==> config.mk <==
export PLATFORM = sky130hd
export DESIGN_NAME = agusec_bounds_enc
export DESIGN_NICKNAME = d
export VERILOG_FILES = /design/src/rtl/agusec_bounds_enc_pkg.sv /design/src/rtl/agusec_enc_fit.sv /design/src/rtl/agusec_bounds_enc.sv
export SDC_FILE = /design/constraint.sdc
export NUM_CORES = 1
export LEC_CHECK = 0
export BUFFER_PORTS_ARGS = -buffer_cell sky130_fd_sc_hd__buf_2
export CAP_MARGIN = 10
export CORE_UTILIZATION = 35
export CTS_BUF_LIST = sky130_fd_sc_hd__clkbuf_8
export DETAILED_ROUTE_END_ITERATION = 8
export GPL_ROUTABILITY_DRIVEN = 0
export PLACE_DENSITY = 0.53
export SYNTH_ARGS = -nofsm -noshare
export SYNTH_HDL_FRONTEND = slang
export SYNTH_SLANG_ARGS = --single-unit
==> constraint.sdc <==
create_clock -name clk -period 19.4 [get_ports clk]
set_clock_uncertainty 0.15 [all_clocks]
set_input_delay 0.97 -clock clk [delete_from_list [all_inputs] [get_ports clk]]
set_output_delay 0.97 -clock clk [all_outputs]
set_load 0.01 [all_outputs]
==> src/rtl/agusec_bounds_enc_pkg.sv <==
// Shared definitions for the bounded-pointer encoder: pointer field layout,
// FSM state encoding and the maximum exponent.
// Pointer upper 20 bits: exp[63:59] hi[58:52] low[51:45] on_low[44]; address [43:0].
package agusec_bounds_enc_pkg;

  // Largest exponent; a window at this exponent always covers the address space.
  localparam logic [4:0] MAX_EXP = 5'h1f;

  typedef enum logic [1:0] {
    ST_IDLE   = 2'd0,
    ST_SEARCH = 2'd1,
    ST_DONE   = 2'd2
  } state_t;

  // Insert the bounds fields above the untouched 44-bit address of base.
  // on_low is always set: the address equals the base when the pointer is made.
  function automatic logic [63:0] pack_ptr(input logic [63:0] base,
                                           input logic [4:0]  exp,
                                           input logic [6:0]  low,
                                           input logic [6:0]  hi);
    return {exp, hi, low, 1'b1, base[43:0]};
  endfunction

endpackage

==> src/rtl/agusec_enc_fit.sv <==
// Window fit test for one exponent: does [B,T] fit a 7-bit low/high window at e?
// Purely combinational, zero latency.
// No flow control; the caller steps e until fit is reported.
module agusec_enc_fit
  import agusec_bounds_enc_pkg::*;
(
  input  logic [39:0] b,
  input  logic [39:0] t,
  input  logic [4:0]  e,
  output logic        fit,
  output logic [6:0]  low,
  output logic [6:0]  hi,
  output logic        exact
);

  logic [5:0]  sh;
  logic [39:0] bh;
  logic [39:0] th;
  logic [39:0] diff;
  logic [39:0] mask;

  // Scale both bounds to window granules and test the span; top exponent is forced.
  always_comb begin
    sh   = {1'b0, e} + 6'd1;
    bh   = b >> sh;
    th   = t >> sh;
    diff = th - bh;
    // Ones in bits [e:0]: the part of the range lost to window rounding.
    mask = ~({40{1'b1}} << sh);
    if (e == MAX_EXP) begin
      fit   = 1'b1;
      low   = 7'h00;
      hi    = 7'h7f;
      exact = (b == 40'd0) && (t == {40{1'b1}});
    end else begin
      fit   = (diff <= 40'd127);
      low   = bh[6:0];
      hi    = th[6:0];
      exact = ((b & mask) == 40'd0) && ((t & mask) == mask);
    end
  end

endmodule

==> src/rtl/agusec_bounds_enc.sv <==
// Bounded-pointer encoder: finds the smallest exponent whose window covers [B, B+len-1].
// Latency: 1 cycle for errors, 1+ search cycles otherwise (<=2 with AGUSEC_ENC_FASTSTART_EN).
// Single request in flight; in_rdy only in IDLE, result held until out_rdy.
module agusec_bounds_enc
  import agusec_bounds_enc_pkg::*;
(
  input  logic        clk,
  input  logic        rst,
  input  logic        in_vld,
  output logic        in_rdy,
  input  logic [63:0] in_ptr,
  input  logic [40:0] in_len,
  output logic        out_vld,
  input  logic        out_rdy,
  output logic [63:0] out_ptr,
  output logic        out_exact,
  output logic        out_err
);

  state_t      state;
  state_t      state_nxt;

  logic [39:0] b_q;
  logic [39:0] t_q;
  logic [63:0] ptr_q;
  logic [4:0]  e_q;

  logic        accept;
  logic [40:0] t_sum;
  logic        acc_err;
  logic [4:0]  e_start;

  logic        fit;
  logic [6:0]  fit_low;
  logic [6:0]  fit_hi;
  logic        fit_exact;

  assign accept = in_vld && in_rdy;

  // Top bound of the request and the unencodable-request check.
  always_comb begin
    t_sum   = {1'b0, in_ptr[43:4]} + in_len - 41'd1;
    acc_err = (in_len == 41'd0) || t_sum[40];
  end

`ifdef AGUSEC_ENC_FASTSTART_EN
  logic [39:0] l_span;
  logic [5:0]  msb;
  logic [5:0]  e_wide;

  // Start the search near the span's magnitude so it ends within two steps.
  always_comb begin
    l_span = t_sum[39:0] - in_ptr[43:4];
    msb    = 6'd0;
    for (int i = 0; i < 40; i++) begin
      if (l_span[i]) msb = i[5:0];
    end
    e_wide  = (msb > 6'd7) ? (msb - 6'd7) : 6'd0;
    e_start = (e_wide > 6'd31) ? MAX_EXP : e_wide[4:0];
  end
`else
  assign e_start = 5'd0;
`endif

  agusec_enc_fit u_fit (
    .b     (b_q),
    .t     (t_q),
    .e     (e_q),
    .fit   (fit),
    .low   (fit_low),
    .hi    (fit_hi),
    .exact (fit_exact)
  );

  // State register.
  always_ff @(posedge clk) begin
    if (rst) state <= ST_IDLE;
    else     state <= state_nxt;
  end

  // Next-state logic.
  always_comb begin
    state_nxt = state;
    case (state)
      ST_IDLE:   if (accept) state_nxt = acc_err ? ST_DONE : ST_SEARCH;
      ST_SEARCH: if (fit) state_nxt = ST_DONE;
      ST_DONE:   if (out_vld && out_rdy) state_nxt = ST_IDLE;
      default:   state_nxt = ST_IDLE;
    endcase
  end

  // Output logic: accept only in IDLE and never while reset is asserted.
  always_comb begin
    in_rdy = (state == ST_IDLE) && !rst;
  end

  // Request capture, exponent stepping and registered result.
  always_ff @(posedge clk) begin
    if (rst) begin
      b_q       <= '0;
      t_q       <= '0;
      ptr_q     <= '0;
      e_q       <= '0;
      out_vld   <= 1'b0;
      out_ptr   <= '0;
      out_exact <= 1'b0;
      out_err   <= 1'b0;
    end else begin
      case (state)
        ST_IDLE: begin
          if (accept) begin
            b_q   <= in_ptr[43:4];
            t_q   <= t_sum[39:0];
            ptr_q <= in_ptr;
            e_q   <= e_start;
            if (acc_err) begin
              out_vld   <= 1'b1;
              out_ptr   <= in_ptr;
              out_exact <= 1'b0;
              out_err   <= 1'b1;
            end
          end
        end
        ST_SEARCH: begin
          if (fit) begin
            out_vld   <= 1'b1;
            out_ptr   <= pack_ptr(ptr_q, e_q, fit_low, fit_hi);
            out_exact <= fit_exact;
            out_err   <= 1'b0;
          end else if (e_q != MAX_EXP) begin
            e_q <= e_q + 5'd1;
          end
        end
        ST_DONE: begin
          if (out_rdy) out_vld <= 1'b0;
        end
        default: ;
      endcase
    end
  end

endmodule

==> qor.csv <==
metric,value,unit
yosysWarnings,0,
cts.sinks,158,
yosysSeqAreaShare,18.8,%
nets,2732,
hold_start,out_err$_SDFFE_PP0P_,
viasPerCell,5.79,
first_iter_violations,1692,
startpoint_type,flop,
grt.total_usage,24.9,%
syn_to_final_growth,9.06,%
crit_arrival,7.50,ns
vias,18100,
post_cts.repair.setup_buffers,0,
wl_met1,27100,µm
violations,DRC,
fmax,137,MHz
crit_path_end_kind,flop,
final_common_cell,nand2_1,
firstDrtPassIters,8,
dpl.hpwl,47600,µm
worstHoldPathType,reg -> reg,
critPathMaxFanout,85,
clock_latency,0.48,ns
cts_buffer_depth,2,
final_hold_viol_count,0,
die_area,49100,µm²
path_class,reg -> reg,
p_leak,8.43,nW
cts_root_buf,clkbuf_8,
setup_tns,0,ns
start_util,35.4,%
portBuffers,176,
met3WireLength,4190,µm
dpl_worst_slack,12.34,ns
wl_met2,28800,µm
min_path_cells,2,
r2r_cells,22,
ctsResizeCount,0,
critical_path.slowest_cell,buf_4,
io_pins,177,
min_to,out_err$_SDFFE_PP0P_,
p_per_area,85.7,nW/µm²
grt_max_degree,86,
synth.avg_cell_area,6.90,µm²
synth_edf_count,0,
synthCells,2444,
syn-cell-area,16900,µm²
top_layer,met4,
crit_chain,"buf_4, mux2_2, o21a_1, and2_1, a311oi_1, a31oi_1, o21ai_0, inv_1, ha_1, nand2b_1, a21oi_1, o22ai_2, a31o_2, o31ai_1, mux2i_1, o2111ai_1, nor4_1, nand4_2, o31ai_4, o211ai_4, buf_4, mux2_1",
drv_slew,0,
setup_viol_count_final,0,
h-tree-depth,4,
holdBufCountCts,0,
grt_pass1_vias,17300,
fp.dieH,221,µm
reg2reg_to,out_ptr[3]$_SDFFE_PP0P_,
layout_common_cells,"nand2_1 (529), a21oi_1 (239), inv_1 (198)",
cts_buffers,17,
tightest_slew,1.12,ns
core.rowCount,80,
coreArea,47600,µm²
mappedNetlistNets,2678,
reg2reg_slack,12.12,ns
drive_above_1_share,12.3,%
fin_util,38.6,%
antenna_cells,0,
status,finished with violations,
yosysUniqueCellTypes,81,
fin_crit_sh,37.5,%
cp_common_cell,buf_4,
finalCriticalPeriod,7.28,ns
finalWorstSetupSlack,12.12,ns
r2r_start,e_q[1]$_SDFFE_PP0P_,
ant_nets,0,
wl_per_cell,19.9,µm
synth_seq_cells,158,
async_flop_share,0,%
cts_tree,built,
synth-main-ff-cell,dfxtp_1,
rsz0062_at_grt,no,
slew_headroom,24.9,%
grt_pass1_wl,97500,µm
irDropWorstVdd,0.0482,mV
grt-ovfl-total,0,
die_w,221,µm
drc,1,
antenna_found_initial,0,
cp_slowest_stage_delay,0.79,ns
clk_pin_slew_worst_paths,0.09,ns
wirelength,62300,µm
critical_path_required,19.62,ns
cap_violations,0,
## metrics by stage
step | instance area (µm²) | hold WS, ns | instances | power (mW)
final | 18400 | 0.301 | 3125 | 1.58
after global routing | 18400 | 0.327 | 3125 | 1.69
after CTS | 18400 | 0.301 | 3125 | 1.57
after detailed placement | 18000 | 0.288 | 3094 | 1.31
after global placement | 18000 | 0.281 | 3094 | 1.30
after floorplan | 16900 | 0.287 | 2444 | 1.06
## worst max-delay path by stage
| stage | end | cells after the start | from | slack (ns) |
|---|---|---|---|---|
| final | out_ptr[3]$_SDFFE_PP0P_ | 22 | e_q[1]$_SDFFE_PP0P_ | 12.12 |
| after global routing | out_ptr[61]$_SDFFE_PP0P_ | 22 | e_q[1]$_SDFFE_PP0P_ | 11.76 |
| after CTS | out_ptr[3]$_SDFFE_PP0P_ | 22 | e_q[1]$_SDFFE_PP0P_ | 12.29 |
| after detailed placement | out_ptr[54]$_SDFFE_PP0P_ | 22 | e_q[1]$_SDFFE_PP0P_ | 12.34 |
| after global placement | out_ptr[2]$_SDFFE_PP0P_ | 18 | e_q[0]$_SDFFE_PP0P_ | 12.50 |
| after floorplan | out_exact$_SDFFE_PP0P_ | 26 | e_q[1]$_SDFFE_PP0P_ | 13.30 |
## synth_stat cells, types with 16 or more instances
master	n	share of area, %
nand2_1	530	12
a21oi_1	239	7.1
inv_1	196	4.4
nor2_1	181	4.0
dfxtp_1	158	19
o21ai_0	137	4.1
ha_1	123	9.1
clkbuf_1	118	2.6
mux2i_1	102	6.1
nor2b_1	40	1.5
mux4_2	39	5.2
xnor2_1	32	1.7
a211oi_1	31	1.4
a31oi_1	29	1.1
nand3_1	29	0.86
nor3_1	29	0.86
a21o_1	26	1.2
nand4_1	25	0.93
buf_1	23	0.51
nor4_1	23	0.85
o22ai_1	21	0.78
mux2_1	18	1.2
nand2b_1	18	0.67
o21a_1	18	0.80
and3_1	16	0.59
xor2_1	16	0.83
## sequential cells by signal, summed over array words and instances, names as in the netlist
name and flops:
state 2, out_err 1, t_q 40, e_q 5, out_ptr 64, ptr_q 4, out_vld 1, b_q 40
out_exact 1
## cell type report
type,count,area (µm²)
repair buffers,191,996
clock inverters,14,148
multi-input cells,1928,12300
inverters,202,759
fillers,5179,29300
well taps,615,769
clock buffers,17,234
flip-flops and latches,158,3170
## power by group
group	switching, mW	internal, mW	total, mW
logic	0.543	0.346	0.890
clock network	0.138	0.114	0.252
registers	0.0658	0.368	0.434
total	0.748	0.828	1.58
## worst max-delay path, delay by kind of cell (launching register included)
family,cells,cell delay (ns)
AO/OA/AOI/OAI,11,2.95
buffers and inverters,3,1.29
multiplexers,3,1.09
AND/OR/NAND/NOR,4,0.80
flip-flops,1,0.47
adder cells (fa/ha/maj),1,0.32
## per-layer routing
metal / track usage [%] / vias to the layer above
met2: 41.4 / 759
met3: 3.43 / 135
met5: 0 / -
li1: - / 8628
met4: 9.01 / 0
met1: 32.9 / 8567
## kinds of logic after synthesis
kind of cell,count (synthesis),share of synthesized area (%)
compound gates,629,22.9
xor+xnor,48,2.49
fa+ha+maj,125,9.36
buf+inv,358,8.36
flops,158,18.8
mux,173,13.4
simple gates,953,24.7
(Power assumes the default switching activity.)
